File: config.mk
export PLATFORM = sky130hd
export DESIGN_NAME = regfile_scoreboard
export DESIGN_NICKNAME = d
export VERILOG_FILES = /design/src/rtl/regfile_scoreboard.sv
export SDC_FILE = /design/constraint.sdc
export NUM_CORES = 2
export LEC_CHECK = 0
export CAP_MARGIN = 30
export CORE_UTILIZATION = 55
export DETAILED_ROUTE_END_ITERATION = 7
export HOLD_SLACK_MARGIN = 0.1
export PLACE_DENSITY_LB_ADDON = 0.05
export SETUP_SLACK_MARGIN = 0.02
export SKIP_CTS_REPAIR_TIMING = 1
export SLEW_MARGIN = 10
export SYNTH_ARGS = -nofsm -noshare
export SYNTH_HDL_FRONTEND = slang
export SYNTH_SLANG_ARGS = --single-unit
File: constraint.sdc
create_clock -name clk_i -period 4.5 [get_ports clk_i]
set_input_delay 0.9 -clock clk_i [delete_from_list [all_inputs] [get_ports clk_i]]
set_output_delay 0.9 -clock clk_i [all_outputs]
set_load 0.1 [all_outputs]
File: src/rtl/regfile_scoreboard.sv
// regfile_scoreboard
//   32 x XLEN integer register file with a per-register pending-write
//   scoreboard. Decode reads rs1/rs2 combinationally and registers an
//   in-flight rd when an issue is accepted. The writeback stage retires it.
//   A source operand with an outstanding write stalls issue.
// Ports
//   clk_i, rst_i                          clock, synchronous active-high reset
//   rs1_addr_i/rs2_addr_i -> rsN_data_o   combinational reads, write-first bypass
//   issue_valid_i, issue_uses_rs1_i/rs2_i,
//   issue_regwrite_i, issue_rd_i          issue request from decode
//   issue_ready_o                         hazard-free / no counter overflow
//   regwrite_i, rd_addr_i, wb_data_i      writeback (retire) port
//   flush_i                               discard all pending writes

module regfile_scoreboard_cnt #(
  parameter int CNT_W = 2
) (
  input  logic             clk_i,
  input  logic             rst_i,
  input  logic             flush_i,
  input  logic             i_inc,
  input  logic             i_dec,
  output logic [CNT_W-1:0] o_cnt
);
  logic [CNT_W-1:0] r_cnt;

  // Saturation is enforced upstream: inc is blocked at max, dec only when nonzero.
  always_ff @(posedge clk_i) begin
    if (rst_i || flush_i)     r_cnt <= '0;
    else if (i_inc && !i_dec) r_cnt <= r_cnt + CNT_W'(1);
    else if (i_dec && !i_inc) r_cnt <= r_cnt - CNT_W'(1);
  end

  assign o_cnt = r_cnt;
endmodule

module regfile_scoreboard #(
  parameter int XLEN  = 32,
  parameter int NREG  = 32,
  parameter int CNT_W = 2
) (
  input  logic            clk_i,
  input  logic            rst_i,
  input  logic [4:0]      rs1_addr_i,
  input  logic [4:0]      rs2_addr_i,
  output logic [XLEN-1:0] rs1_data_o,
  output logic [XLEN-1:0] rs2_data_o,
  input  logic            issue_valid_i,
  input  logic            issue_uses_rs1_i,
  input  logic            issue_uses_rs2_i,
  input  logic            issue_regwrite_i,
  input  logic [4:0]      issue_rd_i,
  output logic            issue_ready_o,
  input  logic            regwrite_i,
  input  logic [4:0]      rd_addr_i,
  input  logic [XLEN-1:0] wb_data_i,
  input  logic            flush_i
);
  localparam logic [CNT_W-1:0] CNT_MAX = '1;
  localparam logic [CNT_W-1:0] CNT_ONE = CNT_W'(1);

  logic [NREG-1:0][XLEN-1:0]  r_regs;
  logic [NREG-1:0][CNT_W-1:0] w_cnt;
  logic [NREG-1:0]            w_retire, w_pend, w_inc, w_dec;
  logic                       w_full, w_accept;

  // x0 is never tracked and never pending.
  assign w_cnt[0]    = '0;
  assign w_retire[0] = 1'b0;
  assign w_pend[0]   = 1'b0;
  assign w_inc[0]    = 1'b0;
  assign w_dec[0]    = 1'b0;

  for (genvar g = 1; g < NREG; g++) begin : g_reg
    assign w_retire[g] = regwrite_i && (rd_addr_i == 5'(g));
    // Last outstanding write retiring now is covered by the bypass, so not a hazard.
    assign w_pend[g]   = (w_cnt[g] != '0) && !((w_cnt[g] == CNT_ONE) && w_retire[g]);
    assign w_inc[g]    = w_accept && issue_regwrite_i && (issue_rd_i == 5'(g));
    // Untracked retires (count already 0) write data but leave the count alone.
    assign w_dec[g]    = w_retire[g] && (w_cnt[g] != '0);

    regfile_scoreboard_cnt #(.CNT_W(CNT_W)) u_cnt (
      .clk_i   (clk_i),
      .rst_i   (rst_i),
      .flush_i (flush_i),
      .i_inc   (w_inc[g]),
      .i_dec   (w_dec[g]),
      .o_cnt   (w_cnt[g])
    );
  end

  // A retire of the same rd this cycle frees one slot, so a full counter may still accept.
  assign w_full = issue_regwrite_i && (issue_rd_i != 5'd0) &&
                  (w_cnt[issue_rd_i] == CNT_MAX) && !w_retire[issue_rd_i];

  assign issue_ready_o = !(issue_uses_rs1_i && w_pend[rs1_addr_i]) &&
                         !(issue_uses_rs2_i && w_pend[rs2_addr_i]) && !w_full;

  // Issues during a flush are dropped, so they never reach the counters.
  assign w_accept = issue_valid_i && issue_ready_o && !flush_i;

  always_ff @(posedge clk_i) begin
    if (rst_i)                                r_regs <= '0;
    else if (regwrite_i && rd_addr_i != 5'd0) r_regs[rd_addr_i] <= wb_data_i;
  end

  always_comb begin
    rs1_data_o = r_regs[rs1_addr_i];
    if (rs1_addr_i == 5'd0)                              rs1_data_o = '0;
    else if (regwrite_i && rd_addr_i == rs1_addr_i)      rs1_data_o = wb_data_i;
    rs2_data_o = r_regs[rs2_addr_i];
    if (rs2_addr_i == 5'd0)                              rs2_data_o = '0;
    else if (regwrite_i && rd_addr_i == rs2_addr_i)      rs2_data_o = wb_data_i;
  end
endmodule
==> run summary <==
Die area - 107000 sq um
Clock power share - 44.2%
Critical Path, Cell by Cell - buf_8 -> buf_12 -> buf_4 -> mux4_2 -> mux4_2 -> mux2i_1 -> buf_4 -> a211oi_4 -> buf_12
Worst setup path category - in -> out
Gr usage total - 43.2%
Cell taking the most area after synthesis - dfxtp_1
DRC - 1
DP HPWL - 142000 microns
Setup violators final - 0
Critical Path RT - 3.60 ns
Mapped Area - 58200 sq um
Layout cells sized above 1 - 22.0%
Largest net degree at the start of global routing - 198
Die height - 327 microns
Sw frac - 26.5%
Area grow syn2layout - 16.1%
Tmin final - 4.37 ns
Peak supply drop - 0.000373 V
WP buf/inv - 5
Per-cell routed wire length - 29.6 microns
Worst Max-Slew Pin Slew - 1.04 ns
Clock Tree Buf Depth - 3
Post-DP Area - 63700 sq um
Initial DRC Count - 7755
Sequential element share of the synthesized area - 37.3%
Routability cong. - 0.965
P_leak - 0.0225 uW
Global route total overflow - 0
Synth warnings - 0
Skew final - 0.0187 ns
CTS Sinks - 1086
Number of fill cells in the layout - 8694
CP top delay family - multiplexers
Port Buf Inserts - 124
Synth top area share - 37.3%
Design Area, Final - 67600 sq um
Clk_lat worst skew - 0.72 ns
EDFF count, synth - 0
Initial antenna violation count - 8
TritonCTS Buffers - 115
First-pass GRT wire length - 340000 microns
Async S/R FF share, synth - 0%
Most frequent cell after synthesis - nand2_1
Vias in the first global route - 49300
Run status - finished, violations left
Die Span X - 327 microns
Max-cap violations - 0
Clock Root Buffer - clkbuf_16
Setup slack after layout - 0.126 ns
Post-synthesis register bit count - 1086
Pwr dens - 319 nW/um^2
Flop pwr share - 45.1%
F_max - 0.229 GHz
Failing checks - design-rule violations
Ys flop type - dfxtp_1
Synthesized area per cell - 8.95 sq um
Worst min-delay path class - reg -> reg
Unrepaired setup endpoints after global routing - no
P_sw - 5710 uW
Synth area leaders - dfxtp_1 37%, mux4_2 23%, nand2_1 14%
Vias/cell - 6.63
Via count - 52500
CP max stage cell - mux4_2
WHS - 0.464 ns
Internal - 15900 uW
Most frequent cells after synthesis - 2131 x nand2_1, 1086 x dfxtp_1, 1048 x a21oi_1
Mapped Nets - 6658
H-tree levels - 3
Final ANT Viol Nets - 0
Initial Util - 55.4%
Post-Syn Instances - 6505
Final Max Slew Viols - 0
CP endpoint kind - output pin
Crit path max fanout - 25
Final hold violation count - 0
Top-Level Pins - 125
Yosys cell types - 69
Site row count - 119
Drt first pass iters - 8
Critical Path AT - 3.47 ns
Place WS - -0.0325 ns
Crit-path max cell delay - 0.53 ns
Nets - 6592
Routed WL - 234000 microns
CTS clk-pin slew, worst paths - 0.06 ns
Crit path launch type - input port
TritonCTS clock tree - yes
Final period utilization - 97.2%
Slew headroom - 30.4%
Core footprint - 105000 sq um
Total power - 21600 uW
Logic pwr share - 10.7%
## kinds of logic (layout without fill, tap and decap cells)
| group | after synthesis | in the layout | share of synthesized area (%) |
|---|---|---|---|
| and+or+nand+nor | 2552 | 2552 | 17.7 |
| AOI/OAI and AO/OA | 1260 | 1260 | 11.7 |
| adders and majority gates | 93 | 93 | 2.00 |
| other | 0 | 7 | 0 |
| DFF | 1086 | 1086 | 37.3 |
| xor gates and xnor gates | 74 | 74 | 1.11 |
| buffers and inverters | 746 | 767 | 5.19 |
| muxes | 694 | 694 | 25.0 |
## final timing paths
path	startpoint	endpoint	slack (ns)	depth (start not counted)
worst max register to register	g_reg[15].u_cnt.o_cnt[0]	g_reg[17].u_cnt.o_cnt[1]	1.26	16
worst max-delay path	rs2_addr_i[0]	rs2_data_o[21]	0.13	9
worst min register to register	r_regs[343]	r_regs[343]	0.46	2
worst min-delay path	r_regs[343]	r_regs[343]	0.46	2
## stage by stage
step	TNS, ns	util, %	std cells
floorplan	-13.71	-	6505
global placement	-0.0306	60.6	7707
detailed placement	-0.0325	60.6	7707
CTS	-0.0581	64.1	7911
global route	0	64.3	7918
finish	0	64.3	7924
## metal layers
| metal | vias to the layer above | GRT usage [%] | share of wire, % |
|---|---|---|---|
| met2 | 3486 | 64.7 | 45 |
| met3 | 709 | 10.7 | 12 |
| met5 | - | 0 | 0 |
| li1 | 22500 | - | - |
| met4 | 0 | 20.8 | 4.9 |
| met1 | 25800 | 58.6 | 38 |
## placed cells by master, fill, tap and decap left out, types with 7 or more instances in the layout
cell type	count
clkbuf_1	33
a21oi_1	1048
nor2_1	179
o22ai_1	7
mux4_2	607
clkbuf_16	118
nor3_1	10
nor2b_1	38
clkbuf_8	23
or3_1	17
ha_1	93
a211oi_4	22
nor2_4	31
nor3_2	29
a31oi_2	8
diode_2	7
clkinv_2	24
and2_1	30
inv_1	69
a31oi_1	30
or2_2	17
nand2_1	2100
buf_4	285
nand3_1	16
a211oi_2	44
nand2_2	31
clkdlybuf4s50_1	44
buf_12	148
a311oi_1	24
dfxtp_1	1086
mux2i_1	84
nand2b_1	9
xor2_1	72
o21ai_0	7
a211oi_1	34
## worst register-to-register path, delay by kind of cell (launching register included)
family	cells	cell delay, ns
AOI/OAI and AO/OA	3	0.61
adders and majority gates	2	0.63
muxes	1	0.11
buffers and inverters	5	0.76
and+or+nand+nor	5	0.51
DFF	1	0.47
## area by class of cell
class                      count  area, sq um  area share, %
antenna                        7         17.5         0.0259
clock buffer                 174         3390           5.02
clock inverter                30          290          0.429
inverter                      74          288          0.425
multi-input combinational   4673        34500           51.0
sequential                  1086        21700           32.1
tap                         1391         1740           2.57
timing repair buffer         489         5690           8.41
## power groups by stage
stage                     Combinational (uW)  Sequential, uW  Clock [uW]
final                                   2320            9730        9520
after global routing                    2370            9730        9970
after floorplan                         1350            9920           0
after global placement                  2250            9930           0
after detailed placement                2250            9940           0
after CTS                               2260            9720        9530
## sequential cells by signal, summed over array words and instances, names as in the netlist
name	count
g.u_cnt.o_cnt	62
r_regs	1024
Power figures use the tool's default switching activity.
